### src/rtl/ps2_pkg.sv
// Shared scan-code constants and receive-state encoding for the PS/2 arrow-key decoder.
package ps2_pkg;

   localparam logic [7:0] SC_EXT   = 8'hE0;
   localparam logic [7:0] SC_BRK   = 8'hF0;
   localparam logic [7:0] SC_BAT   = 8'hAA;
   localparam logic [7:0] SC_LEFT  = 8'h6B;
   localparam logic [7:0] SC_RIGHT = 8'h74;
   localparam logic [7:0] SC_UP    = 8'h75;
   localparam logic [7:0] SC_DOWN  = 8'h72;

   typedef enum logic [1:0] {
      RX_IDLE,
      RX_DATA,
      RX_PARITY,
      RX_STOP
   } rx_state_t;

endpackage

### src/rtl/ps2_arrow_decoder_if.sv
// PS/2 pin pair plus decoded direction levels and raw-byte debug outputs.
interface ps2_arrow_decoder_if;

   logic       ps2_clk;
   logic       ps2_data;
   logic       left;
   logic       right;
   logic       up;
   logic       down;
   logic [7:0] scan_code;
   logic       scan_valid;
   logic       frame_err;

   modport slave (
      input  ps2_clk, ps2_data,
      output left, right, up, down, scan_code, scan_valid, frame_err
   );

   modport master (
      output ps2_clk, ps2_data,
      input  left, right, up, down, scan_code, scan_valid, frame_err
   );

endinterface

### src/rtl/ps2_rx.sv
// PS/2 frame receiver: pin synchronisers, ps2_clk glitch filter, frame FSM and mid-frame timeout.
module ps2_rx
   import ps2_pkg::*;
#(
   parameter int FILTER_LEN  = 8,
   parameter int TIMEOUT_CYC = 50000
) (
   input  logic       clk,
   input  logic       reset,
   input  logic       ps2_clk,
   input  logic       ps2_data,
   output logic [7:0] rx_byte,
   output logic       byte_valid,
   output logic       frame_err
);

   localparam int FW = $clog2(FILTER_LEN + 1);
   localparam int TW = $clog2(TIMEOUT_CYC + 1);

   logic [1:0]    clk_sync;
   logic [1:0]    dat_sync;
   logic          clk_filt;
   logic [FW-1:0] fcnt;
   logic          fall;
   logic          dat;
   rx_state_t     state, state_nxt;
   logic [2:0]    bitcnt;
   logic [TW-1:0] tcnt;
   logic          timeout;
   logic [7:0]    shreg;
   logic          par;

   assign dat     = dat_sync[1];
   // The fall is flagged in the same cycle the filtered level is about to drop.
   assign fall    = clk_filt && !clk_sync[1] && (fcnt == FW'(FILTER_LEN - 1));
   assign timeout = (state != RX_IDLE) && !fall && (tcnt == TW'(TIMEOUT_CYC - 1));
   assign rx_byte = shreg;

   always_ff @(posedge clk or posedge reset) begin
      if (reset) begin
         clk_sync <= 2'b11;
         dat_sync <= 2'b11;
         clk_filt <= 1'b1;
         fcnt     <= '0;
         tcnt     <= '0;
         state    <= RX_IDLE;
         bitcnt   <= '0;
      end else begin
         clk_sync <= {clk_sync[0], ps2_clk};
         dat_sync <= {dat_sync[0], ps2_data};
         if (clk_sync[1] == clk_filt) begin
            fcnt <= '0;
         end else if (fcnt == FW'(FILTER_LEN - 1)) begin
            clk_filt <= clk_sync[1];
            fcnt     <= '0;
         end else begin
            fcnt <= fcnt + 1'b1;
         end
         if (state == RX_IDLE || fall) tcnt <= '0;
         else                          tcnt <= tcnt + 1'b1;
         state <= state_nxt;
         if (fall && state == RX_IDLE) bitcnt <= '0;
         else if (fall && state == RX_DATA) bitcnt <= bitcnt + 1'b1;
      end
   end

   always_ff @(posedge clk) begin
      if (fall && state == RX_DATA)   shreg <= {dat, shreg[7:1]};
      if (fall && state == RX_PARITY) par   <= dat;
   end

   always_comb begin
      state_nxt  = state;
      byte_valid = 1'b0;
      frame_err  = 1'b0;
      if (timeout) begin
         state_nxt = RX_IDLE;
      end else if (fall) begin
         case (state)
            RX_IDLE:   if (!dat) state_nxt = RX_DATA;
            RX_DATA:   if (bitcnt == 3'd7) state_nxt = RX_PARITY;
            RX_PARITY: state_nxt = RX_STOP;
            RX_STOP: begin
               state_nxt = RX_IDLE;
               if (dat && (^{shreg, par})) byte_valid = 1'b1;
               else                        frame_err  = 1'b1;
            end
            default:   state_nxt = RX_IDLE;
         endcase
      end
   end

endmodule

### src/rtl/ps2_arrow_decoder.sv
// Turns scan-code set 2 arrow make/break sequences into held active-low direction levels.
module ps2_arrow_decoder
   import ps2_pkg::*;
#(
   parameter int FILTER_LEN  = 8,
   parameter int TIMEOUT_CYC = 50000
) (
   input logic                 clk,
   input logic                 reset,
   ps2_arrow_decoder_if.slave  bus
);

   logic [7:0] rx_byte;
   logic       rx_valid;
   logic       rx_err;
   logic       ext;
   logic       brk;
   logic [3:0] dir_q;
   logic [7:0] code_q;
   logic       valid_q;
   logic       err_q;

   ps2_rx #(
      .FILTER_LEN (FILTER_LEN),
      .TIMEOUT_CYC(TIMEOUT_CYC)
   ) u_rx (
      .clk       (clk),
      .reset     (reset),
      .ps2_clk   (bus.ps2_clk),
      .ps2_data  (bus.ps2_data),
      .rx_byte   (rx_byte),
      .byte_valid(rx_valid),
      .frame_err (rx_err)
   );

   // dir_q bit order: left, right, up, down.
   always_ff @(posedge clk or posedge reset) begin
      if (reset) begin
         dir_q   <= 4'b1111;
         code_q  <= 8'h00;
         valid_q <= 1'b0;
         err_q   <= 1'b0;
         ext     <= 1'b0;
         brk     <= 1'b0;
      end else begin
         valid_q <= rx_valid;
         err_q   <= rx_err;
         if (rx_err) begin
            ext <= 1'b0;
            brk <= 1'b0;
         end else if (rx_valid) begin
            code_q <= rx_byte;
            if (rx_byte == SC_EXT) begin
               ext <= 1'b1;
            end else if (rx_byte == SC_BRK) begin
               brk <= 1'b1;
            end else begin
               ext <= 1'b0;
               brk <= 1'b0;
               if (rx_byte == SC_BAT) begin
                  dir_q <= 4'b1111;
               end else if (ext) begin
                  case (rx_byte)
                     SC_LEFT:  dir_q[3] <= brk;
                     SC_RIGHT: dir_q[2] <= brk;
                     SC_UP:    dir_q[1] <= brk;
                     SC_DOWN:  dir_q[0] <= brk;
                     default:  ;
                  endcase
               end
            end
         end
      end
   end

   assign bus.left       = dir_q[3];
   assign bus.right      = dir_q[2];
   assign bus.up         = dir_q[1];
   assign bus.down       = dir_q[0];
   assign bus.scan_code  = code_q;
   assign bus.scan_valid = valid_q;
   assign bus.frame_err  = err_q;

endmodule

### src/flat_wrapper.sv
// flat-port wrapper written by rule: the top's interface ports become plain ports
module ps2_arrow_decoder_flat import ps2_pkg::*;
#(
   parameter int FILTER_LEN  = 8,
   parameter int TIMEOUT_CYC = 50000
)
  (clk, reset, bus_ps2_clk, bus_ps2_data, bus_left, bus_right, bus_up, bus_down, bus_scan_code, bus_scan_valid, bus_frame_err);
  ps2_arrow_decoder_if bus_i ();
  input logic clk;
  input logic reset;
  input wire logic [$bits(bus_i.ps2_clk)-1:0] bus_ps2_clk;
  input wire logic [$bits(bus_i.ps2_data)-1:0] bus_ps2_data;
  output wire logic [$bits(bus_i.left)-1:0] bus_left;
  output wire logic [$bits(bus_i.right)-1:0] bus_right;
  output wire logic [$bits(bus_i.up)-1:0] bus_up;
  output wire logic [$bits(bus_i.down)-1:0] bus_down;
  output wire logic [$bits(bus_i.scan_code)-1:0] bus_scan_code;
  output wire logic [$bits(bus_i.scan_valid)-1:0] bus_scan_valid;
  output wire logic [$bits(bus_i.frame_err)-1:0] bus_frame_err;
  assign bus_i.ps2_clk = bus_ps2_clk;
  assign bus_i.ps2_data = bus_ps2_data;
  assign bus_left = bus_i.left;
  assign bus_right = bus_i.right;
  assign bus_up = bus_i.up;
  assign bus_down = bus_i.down;
  assign bus_scan_code = bus_i.scan_code;
  assign bus_scan_valid = bus_i.scan_valid;
  assign bus_frame_err = bus_i.frame_err;
  ps2_arrow_decoder #(.FILTER_LEN(FILTER_LEN), .TIMEOUT_CYC(TIMEOUT_CYC)) u_core (.clk(clk), .reset(reset), .bus(bus_i));
endmodule
### config.mk
export PLATFORM = sky130hd
export DESIGN_NAME = ps2_arrow_decoder_flat
export DESIGN_NICKNAME = d
export VERILOG_FILES = /design/src/rtl/ps2_pkg.sv /design/src/rtl/ps2_arrow_decoder_if.sv /design/src/rtl/ps2_rx.sv /design/src/rtl/ps2_arrow_decoder.sv /design/src/flat_wrapper.sv
export SDC_FILE = /design/constraint.sdc
export NUM_CORES = 1
export LEC_CHECK = 0
export ABC_CLOCK_PERIOD_IN_PS = 2230
export BUFFER_PORTS_ARGS = -buffer_cell sky130_fd_sc_hd__buf_2
export CORE_ASPECT_RATIO = 0.75
export CORE_UTILIZATION = 33
export DETAILED_ROUTE_END_ITERATION = 16
export PLACE_DENSITY = 0.59
export SKIP_LAST_GASP = 1
export SLEW_MARGIN = 0
export SYNTH_ARGS = -nofsm -noshare
export SYNTH_HDL_FRONTEND = slang
export SYNTH_SLANG_ARGS = --single-unit
### constraint.sdc
create_clock -name clk -period 2.23 [get_ports clk]
set_input_delay 0.223 -clock clk [delete_from_list [all_inputs] [get_ports clk]]
set_output_delay 0.223 -clock clk [all_outputs]
set_load 0.03 [all_outputs]
==> results.sh, run 1 <==
export IMPL_root_buffer="clkbuf_8"
export IMPL_ys_flop_type="dfrtp_1"
export IMPL_clk_latency_ns=0.31
export IMPL_syn_nets=235
export IMPL_ios=18
export IMPL_pwr_share_clk=0.340
export IMPL_power_switching_mw=0.3858
export IMPL_cts_sinks=55
export IMPL_dp_hpwl_um=3436
export IMPL_grt_pass1_vias=1683
export IMPL_synth_avg_cell_area_sq_um=11.91
export IMPL_comb_power_share=0.040
export IMPL_tns_ns=0
export IMPL_syn_to_final_growth_pct=15.17
export IMPL_wl_um=4863
export IMPL_period_minus_slack_ns=2.099
export IMPL_p_sw_frac=0.2245
export IMPL_total_power_mw=1.719
export IMPL_antenna_left=0
export IMPL_nFillCells=718
export IMPL_diodes=0
export IMPL_yosys_mux_area_fraction=0.05373
export IMPL_postPlaceCellArea_sq_um=2899
export IMPL_grt_pass1_wl_um=8480
export IMPL_synth_simple_area_share=0.1802
export IMPL_rows=27
export IMPL_status="finished, final reports clean"
export IMPL_rr_endpoint="u_core.u_rx.state[0]"
export IMPL_clock_skew_ns=0.01310
export IMPL_crit_type="register to register"
export IMPL_internal_power_mw=1.333
export IMPL_antenna_found_initial=0
export IMPL_p_per_area_nw_per_um2=567.2
export IMPL_drt_first_pass_iters=4
export IMPL_drtIter0Drc=58
export IMPL_htree_num_levels=2
export IMPL_hold_viol_final=0
export IMPL_worst_pin_slew_ns=0.5862
export IMPL_hold_path_class="input port to asynchronous set/reset pin"
export IMPL_place_inst=346
export IMPL_fin_ws_ns=0.1307
export IMPL_synth_compound_area_frac=0.06895
export IMPL_async_reset_ff_frac=0.8364
export IMPL_setup_viol=0
export IMPL_worstReg2RegStart="u_core.u_rx.clk_sync[1]"
export IMPL_gp_congestion=0.7863
export IMPL_synth_fa_ha_area_frac=0.04755
export IMPL_numCtsBuffers=5
export IMPL_maxCapViolCount=0
export IMPL_wl_per_cell_um=13.62
export IMPL_drv_slew=0
export IMPL_nets=269
export IMPL_synth_seq_cells=55
export IMPL_start_util=0.3493
export IMPL_fin_util=0.4023
export IMPL_ys_warn_count=0
export IMPL_ys_seq_area_frac=0.5445
export IMPL_portBuffers=17
export IMPL_ys_types=48
export IMPL_finalInstanceArea_sq_um=3030
export IMPL_grt_setup_unrepaired="false"
export IMPL_worstPathRequired_ns=2.40
export IMPL_fmax_ghz=0.4763
export IMPL_die_area_sq_um=8338
export IMPL_cts_tree="yes"
export IMPL_r2r_cells=7
export IMPL_viasPerCell=4.826
export IMPL_die_width_um=105.1
export IMPL_rrSetupSlack_ns=0.13
export IMPL_grt_usage=0.1314
export IMPL_crit_arrival_ns=2.27
export IMPL_fin_cells=357
export IMPL_clk_pin_slew_ns=0.10
export IMPL_drcViolationCount=0
export IMPL_dieHeight_um=79.33
export IMPL_end_kind="register"
export IMPL_core_sq_um=7533
export IMPL_synth_xor_area_frac=0.07941
export IMPL_met1_usage=0.1910
export IMPL_syn_cell_area_sq_um=2631
export IMPL_grt_busiest_layer="met1"
export IMPL_vdd_drop_max_v=0.0003168
export IMPL_seq_area_sq_um=1433
export IMPL_post_route_period_util=0.9414
export IMPL_via_count=1723
export IMPL_multiInputGateArea_sq_um=1147
export IMPL_slew_headroom=0.6092
export IMPL_clock_path_buffers=2
export IMPL_grt_ovfl_total=0
export IMPL_drive_gt1_frac=0.2539
export IMPL_grt_max_degree=47
export IMPL_cp_start_kind="register"
export IMPL_p_leak_nw=1.375
export IMPL_pre_cts_slack_ns=0.1024
export IMPL_seq_power_share=0.620
export IMPL_grtUsageMet3=0.03120
export IMPL_synth_top_family_by_area="simple AND/OR/NAND/NOR gates"
export IMPL_synth_edff_count=9
export IMPL_worstPathMaxFanout=5
export IMPL_holdWs_ns=0.03020
export IMPL_synth_cells=221
export IMPL_grt_use_met2=0.1894
worst max-delay path by stage:
stage	from	endpoint	slack, ns
after global routing	u_core.u_rx.rx_byte[2]	u_core.bus.scan_code[7]	0.01
final	u_core.u_rx.clk_sync[1]	u_core.u_rx.state[0]	0.13
after CTS	u_core.u_rx.rx_byte[2]	u_core.bus.scan_code[6]	0.08
after global placement	u_core.u_rx.clk_sync[1]	u_core.u_rx.state[0]	0.13
after detailed placement	u_core.u_rx.rx_byte[2]	u_core.bus.scan_code[2]	0.10
after floorplan	u_core.u_rx.clk_sync[1]	u_core.u_rx.state[0]	0.1
worst max-delay path, cell delays in order, from the launching register on:
cell and delay, ns:
dfstp_2 0.54, inv_1 0.04, ha_1 0.19, and4b_1 0.25, or2_2 0.31, or4_4 0.43, a21oi_2 0.14, a21oi_1 0.05
registers in the layout, summed over array words and instances, names as in the netlist, 2 cells and up:
register / count
u_core.bus.scan_code: 8
u_core.u_rx.bitcnt: 3
u_core.u_rx.state: 2
u_core.u_rx.dat_sync: 2
u_core.u_rx.rx_byte: 8
u_core.u_rx.clk_sync: 2
u_core.u_rx.tcnt: 16
u_core.u_rx.fcnt: 4
u_core.dir_q: 4
timing repair:
item	CTS	global route
hold buffers	2	0
gates resized for setup	0	3
endpoints found under the hold margin	2	0
setup buffers	0	0
endpoints found under the setup margin	0	9
power by group through the flow:
stage               clock network, mW  logic [mW]  registers, mW
finish                          0.585      0.0689           1.07
global placement                    0      0.0671           1.08
CTS                             0.606      0.0715           1.07
floorplan                           0      0.0516           1.08
global route                    0.651      0.0835           1.07
detailed placement                  0      0.0682           1.08
synthesized netlist by cell type, types with 2 or more instances:
cell type,instances,share of area
buf_6,2,0.0086
a31oi_1,3,0.0071
and2_1,2,0.0048
nor3_1,5,0.0095
nor2b_1,3,0.0071
and3b_1,2,0.0067
dfstp_2,9,0.090
ha_1,10,0.048
a21oi_1,8,0.015
o21ai_0,5,0.0095
clkbuf_1,3,0.0043
or3_1,2,0.0048
xnor2_1,11,0.037
dfrtp_1,37,0.35
and3_1,4,0.0095
nand3b_1,3,0.0086
mux2_4,8,0.046
inv_1,9,0.013
edfxtp_1,9,0.10
a41o_1,2,0.0076
nand4_1,4,0.0095
nand2_1,12,0.017
nor2_1,26,0.037
a21o_1,2,0.0057
and4b_1,3,0.011
nand3_1,8,0.015
nor4bb_1,2,0.0076
xor2_1,7,0.023
kinds of logic (layout without fill, tap and decap cells):
kind of cell | Yosys count | count (layout)
and+or+nand+nor | 85 | 86
DFF | 55 | 55
AOI/OAI and AO/OA | 27 | 27
xor gates and xnor gates | 20 | 20
buffers and inverters | 14 | 48
adders and majority gates | 10 | 10
muxes | 10 | 10
per-layer routing:
metal	routed length [um]	vias to the layer above	part of all wire
li1	-	850	-
met1	2647	834	0.54
met2	1994	31	0.41
met3	148	8	0.030
met4	72	0	0.015
met5	0	-	0
cell type report:
type / instances / share of cell area
clock buffers: 7 / 0.02849
clock inverters: 1 / 0.002890
inverters: 9 / 0.01115
multi-input cells: 153 / 0.3786
flip-flops and latches: 55 / 0.4727
well taps: 101 / 0.04170
repair buffers: 31 / 0.06441
cell usage in the layout (no fill, tap or decap), types with 2 or more instances in the layout:
cell type	Yosys	layout
nor3_1	5	5
clkbuf_8	0	6
buf_2	0	17
buf_4	0	12
inv_1	9	8
dfrtp_1	37	37
and3b_1	2	2
mux2_4	8	8
nand3_1	8	8
a41o_1	2	2
o21ai_0	5	5
nor2b_1	3	3
and2_4	1	2
edfxtp_1	9	9
dlygate4sd3_1	0	2
or4_4	1	2
nor4bb_1	2	2
and2_1	2	2
and4b_1	3	3
xnor2_1	11	11
a31oi_1	3	3
or3_1	2	2
a21o_1	2	2
nor2_1	26	26
dfstp_2	9	9
ha_1	10	10
and3_1	4	4
nand4_1	4	4
a21oi_1	8	7
nand2_1	12	12
xor2_1	7	7
nand3b_1	3	3
(Power assumes the default switching activity.)
==> run 2: changes to the inputs <==
--- a/config.mk
+++ b/config.mk
@@ -7,10 +7,12 @@
 export LEC_CHECK = 0
 export ABC_CLOCK_PERIOD_IN_PS = 2230
 export BUFFER_PORTS_ARGS = -buffer_cell sky130_fd_sc_hd__buf_2
+export CELL_PAD_IN_SITES_DETAIL_PLACEMENT = 0
+export CELL_PAD_IN_SITES_GLOBAL_PLACEMENT = 1
 export CORE_ASPECT_RATIO = 0.75
 export CORE_UTILIZATION = 33
 export DETAILED_ROUTE_END_ITERATION = 16
-export PLACE_DENSITY = 0.59
+export PLACE_DENSITY = 0.68
 export SKIP_LAST_GASP = 1
 export SLEW_MARGIN = 0
 export SYNTH_ARGS = -nofsm -noshare
==> run 2 against run 1 <==
Effect of this change: clock power shrank 8.4%; highest routed layer unchanged; count of clock-buffer cells in the layout increased by 1; via count decreased by 2.5%; first-iteration DRC count is 67% higher; core utilization is 0.58 points lower; critical path type unchanged; power is 2.9% lower; clock skew fell by 0.0015 ns; non-clock buffer count shrank 2.
==> results.sh, run 2 (same netlist as run 1, synthesis figures left out) <==
export IMPL_status="finished, final reports clean"
export IMPL_drive_gt1_frac=0.2411
export IMPL_dieHeight_um=79.33
export IMPL_crit_type="register to register"
export IMPL_grt_ovfl_total=0
export IMPL_clock_skew_ns=0.01158
export IMPL_grt_usage=0.1193
export IMPL_antenna_found_initial=0
export IMPL_slew_headroom=0.6626
export IMPL_vdd_drop_max_v=0.0002480
export IMPL_place_inst=344
export IMPL_drt_first_pass_iters=4
export IMPL_power_switching_mw=0.3675
export IMPL_wl_per_cell_um=13.10
export IMPL_drtIter0Drc=97
export IMPL_fmax_ghz=0.4740
export IMPL_tns_ns=0
export IMPL_cts_tree="yes"
export IMPL_p_leak_nw=1.350
export IMPL_grt_setup_unrepaired="false"
export IMPL_drv_slew=0
export IMPL_grt_pass1_vias=1622
export IMPL_grt_pass1_wl_um=7797
export IMPL_regMostFlops="u_core.u_rx.tcnt"
export IMPL_p_per_area_nw_per_um2=558.6
export IMPL_die_width_um=105.1
export IMPL_fin_ws_ns=0.1201
export IMPL_fin_util=0.3964
export IMPL_hold_viol_final=0
export IMPL_crit_arrival_ns=2.28
export IMPL_root_buffer="clkbuf_8"
export IMPL_numCtsBuffers=5
export IMPL_clock_path_buffers=2
export IMPL_hold_path_class="input port to register"
export IMPL_nFillCells=762
export IMPL_seq_power_share=0.639
export IMPL_gp_congestion=0.7812
export IMPL_start_util=0.3493
export IMPL_die_area_sq_um=8338
export IMPL_clk_pin_slew_ns=0.09
export IMPL_nets=266
export IMPL_rrSetupSlack_ns=0.12
export IMPL_ios=18
export IMPL_wl_um=4637
export IMPL_drcViolationCount=0
export IMPL_p_sw_frac=0.2203
export IMPL_cts_sinks=55
export IMPL_layout_common_cells="37 x dfrtp_1, 26 x nor2_1, 17 x buf_2, 12 x nand2_1"
export IMPL_viasPerCell=4.746
export IMPL_maxCapViolCount=0
export IMPL_end_kind="register"
export IMPL_clk_latency_ns=0.31
export IMPL_cp_start_kind="register"
export IMPL_grt_max_degree=31
export IMPL_final_common_cell="dfrtp_1"
export IMPL_period_minus_slack_ns=2.110
export IMPL_dp_hpwl_um=3372
export IMPL_syn_to_final_growth_pct=13.50
export IMPL_comb_power_share=0.040
export IMPL_rows=27
export IMPL_setup_viol=0
export IMPL_via_count=1680
export IMPL_pwr_share_clk=0.321
export IMPL_htree_num_levels=2
export IMPL_core_sq_um=7533
export IMPL_worstPathMaxFanout=6
export IMPL_worstPathRequired_ns=2.40
export IMPL_pre_cts_slack_ns=0.09382
export IMPL_antenna_left=0
export IMPL_worst_pin_slew_ns=0.5061
export IMPL_holdWs_ns=0.01520
export IMPL_internal_power_mw=1.301
export IMPL_fin_cells=354
export IMPL_diodes=0
export IMPL_portBuffers=17
export IMPL_post_route_period_util=0.9462
export IMPL_largest_reg_flops=16
run 2: final timing paths:
path / startpoint / to / cells past startpoint
max: u_core.u_rx.clk_sync[1] / u_core.u_rx.state[0] / 7
min: bus_ps2_data / u_core.u_rx.dat_sync[0] / 1
max reg2reg: u_core.u_rx.clk_sync[1] / u_core.u_rx.state[0] / 7
min reg2reg: u_core.u_rx.dat_sync[0] / u_core.u_rx.dat_sync[1] / 0
max in group asynchronous: reset / u_core.u_rx.dat_sync[0] / 4
min in group asynchronous: reset / u_core.bus.scan_code[2] / 3
run 2: metal layers:
layer	track usage	vias up	routed length (um)
li1	-	842	-
met1	0.1837	810	2656
met3	0.02956	5	151
met4	0.03380	0	36
met5	0	-	0
met2	0.1616	23	1792
run 2: power groups by stage:
stage	sequential, mW	clock, mW	combinational [mW]
2_1_floorplan	1.08	0	0.0516
3_3_place_gp	1.08	0	0.0682
3_5_place_dp	1.08	0	0.0682
4_1_cts	1.07	0.560	0.0696
5_1_grt	1.07	0.593	0.0788
6_report	1.07	0.536	0.0669
run 2: cell type report:
cell class / instances / area (sq um) / share of cell area
sequential: 55 / 1433 / 0.4797
inverter: 9 / 33.78 / 0.01131
tap: 101 / 126.4 / 0.04231
timing repair buffer: 29 / 177.7 / 0.05949
clock buffer: 8 / 80.08 / 0.02681
multi-input combinational: 152 / 1136 / 0.3804
run 2: critical path: stages (launching register included):
cell and delay (ns):
dfstp_2 0.53, inv_1 0.04, ha_1 0.19, and4b_2 0.28
or2_2 0.30, or4_4 0.43, a21oi_1 0.16, a21oi_1 0.05
run 2: stage by stage:
stage / area, sq um / power (mW)
after global routing: 2987 / 1.742
after floorplan: 2631 / 1.132
after CTS: 2974 / 1.695
after global placement: 2884 / 1.153
after detailed placement: 2884 / 1.153
final: 2987 / 1.668
run 2: timing repair:
action / in CTS / in global routing
gates resized for setup: 0 / 2
endpoints found under the hold margin: 12 / 0
setup buffers: 0 / 1
hold buffers: 1 / 0
endpoints found under the setup margin: 0 / 1
==> run 3: changes to the inputs <==
--- a/config.mk
+++ b/config.mk
@@ -9,10 +9,11 @@
 export BUFFER_PORTS_ARGS = -buffer_cell sky130_fd_sc_hd__buf_2
 export CELL_PAD_IN_SITES_DETAIL_PLACEMENT = 0
 export CELL_PAD_IN_SITES_GLOBAL_PLACEMENT = 1
-export CORE_ASPECT_RATIO = 0.75
+export CORE_ASPECT_RATIO = 0.7
 export CORE_UTILIZATION = 33
 export DETAILED_ROUTE_END_ITERATION = 16
-export PLACE_DENSITY = 0.68
+export HOLD_SLACK_MARGIN = 0.08
+export PLACE_DENSITY = 0.6
 export SKIP_LAST_GASP = 1
 export SLEW_MARGIN = 0
 export SYNTH_ARGS = -nofsm -noshare
==> run 3 against run 2 <==
Effect of this change: count of clock-buffer cells in the layout fell by 2; first-iteration DRC count fell by 20%; core utilization rose by 1.7 points; wire length rose by 7.0%; global-route usage rose by 1.2 points; clock skew fell by 0.0037 ns; combinational power rose by 9.1%; largest power group unchanged; register-to-register slack barely moved; final cell count fell by 0.28%; via count rose by 1.4%; non-clock buffer count rose by 2; critical path depth did not move.
==> results.sh, run 3 (same netlist as run 1, synthesis figures left out) <==
export IMPL_status="finished, final reports clean"
export IMPL_drt_first_pass_iters=4
export IMPL_gp_congestion=0.7528
export IMPL_clk_latency_ns=0.29
export IMPL_antenna_left=0
export IMPL_wl_um=4962
export IMPL_tns_ns=0
export IMPL_p_leak_nw=1.408
export IMPL_clock_path_buffers=2
export IMPL_drv_slew=0
export IMPL_diodes=0
export IMPL_clk_pin_slew_ns=0.07
export IMPL_worst_pin_slew_ns=0.5202
export IMPL_crit_arrival_ns=2.28
export IMPL_cp_start_kind="register"
export IMPL_grt_setup_unrepaired="false"
export IMPL_numCtsBuffers=5
export IMPL_period_minus_slack_ns=2.123
export IMPL_crit_type="register to register"
export IMPL_die_width_um=108.7
export IMPL_worstPathMaxFanout=7
export IMPL_regMostFlops="u_core.u_rx.tcnt"
export IMPL_total_power_mw=2.049
export IMPL_hold_path_class="register to register"
export IMPL_maxCapViolCount=0
export IMPL_grt_max_degree=28
export IMPL_slew_headroom=0.6532
export IMPL_cts_sinks=55
export IMPL_grt_pass1_wl_um=8259
export IMPL_start_util=0.3501
export IMPL_antenna_found_initial=0
export IMPL_drive_gt1_frac=0.2471
export IMPL_cp_top_family="simple AND/OR/NAND/NOR gates"
export IMPL_cp_cell_sequence="inv_1 -> ha_1 -> and4b_2 -> or2_2 -> or4_1 -> a21oi_1 -> a21oi_1"
export IMPL_root_buffer="clkbuf_16"
export IMPL_ios=18
export IMPL_path_common_cell="a21oi_1"
export IMPL_end_kind="register"
export IMPL_layout_common_cells="37 x dfrtp_1, 26 x nor2_1, 17 x buf_2, 12 x nand2_1, 11 x xnor2_1"
export IMPL_fmax_ghz=0.4711
export IMPL_cts_tree="yes"
export IMPL_rows=26
export IMPL_syn_to_final_growth_pct=18.02
export IMPL_worst_path_buf_inv=1
export IMPL_fin_util=0.4133
export IMPL_pre_cts_slack_ns=0.09428
export IMPL_drcViolationCount=0
export IMPL_grt_ovfl_total=0
export IMPL_critPathSlowestCell="dfstp_2"
export IMPL_vdd_drop_max_v=0.0003371
export IMPL_final_common_cell="dfrtp_1"
export IMPL_grt_pass1_vias=1580
export IMPL_hold_viol_final=0
export IMPL_viasPerCell=4.827
export IMPL_die_area_sq_um=8340
export IMPL_drtIter0Drc=78
export IMPL_largest_reg_flops=16
export IMPL_post_cts_buffers=0
export IMPL_htree_num_levels=2
export IMPL_worstPathRequired_ns=2.39
export IMPL_setup_viol=0
export IMPL_portBuffers=17
export IMPL_fin_cells=353
export IMPL_clock_skew_ns=0.007846
export IMPL_slowest_delay_ns=0.53
export IMPL_nets=268
export IMPL_dieHeight_um=76.71
export IMPL_via_count=1704
export IMPL_place_inst=342
export IMPL_fin_ws_ns=0.1072
export IMPL_p_per_area_nw_per_um2=659.7
export IMPL_dp_hpwl_um=3564
export IMPL_post_route_period_util=0.9519
export IMPL_wl_per_cell_um=14.06
export IMPL_grt_usage=0.1313
export IMPL_core_sq_um=7515
run 3: path summary, 6_finish.rpt:
path / startpoint / endpoint / slack [ns] / cells after the start
max in group asynchronous: reset / u_core.u_rx.clk_filt / 1.17 / 4
worst min register to register: u_core.u_rx.clk_sync[0] / u_core.u_rx.clk_sync[1] / 0.36 / 0
worst min-delay path: u_core.u_rx.clk_sync[0] / u_core.u_rx.clk_sync[1] / 0.36 / 0
min in group asynchronous: reset / u_core.bus.scan_code[5] / 0.49 / 3
worst max-delay path: u_core.u_rx.clk_sync[1] / u_core.u_rx.state[0] / 0.11 / 7
worst max register to register: u_core.u_rx.clk_sync[1] / u_core.u_rx.state[0] / 0.11 / 7
run 3: report_power, final:
group	leakage, nW	internal (mW)	switching [mW]	total (mW)
registers	0.689	1.05	0.0177	1.07
clock network	0.0868	0.559	0.351	0.910
logic	0.632	0.0337	0.0392	0.0730
total	1.41	1.64	0.408	2.05
run 3: cell type report:
type	count	area, sq um
Fill cell	694	4409
Sequential cell	55	1433
Multi-Input combinational cell	152	1132
Timing Repair Buffer	31	210.2
Clock buffer	6	138.9
Tap cell	98	122.6
Clock inverter	2	35.03
Inverter	9	33.78
run 3: routing by layer:
metal  share of wire  track usage  routed length [um]
met1            0.58       0.2092                2896
met2            0.37       0.1646                1821
met3           0.036      0.03571                 177
met4           0.014      0.04459                  67
met5               0            0                   0
run 3: per-stage QoR:
| stage | cell area [sq um] | hold WS [ns] |
|---|---|---|
| 2_1_floorplan | 2631 | 0.2275 |
| 3_3_place_gp | 2900 | 0.2721 |
| 3_5_place_dp | 2900 | 0.2778 |
| 4_1_cts | 3104 | 0.3578 |
| 5_1_grt | 3105 | 0.3597 |
| 6_report | 3105 | 0.3564 |
run 3: worst register-to-register path, cell delays in order (launching register included):
cell	delay, ns
dfstp_2	0.53
inv_1	0.04
ha_1	0.20
and4b_2	0.29
or2_2	0.29
or4_1	0.44
a21oi_1	0.15
a21oi_1	0.05
run 3: timing repair:
action,4_1_cts,5_1_grt
endpoints found under the hold margin,17,0
hold buffers,3,0
endpoints found under the setup margin,0,1
resized for setup,0,1
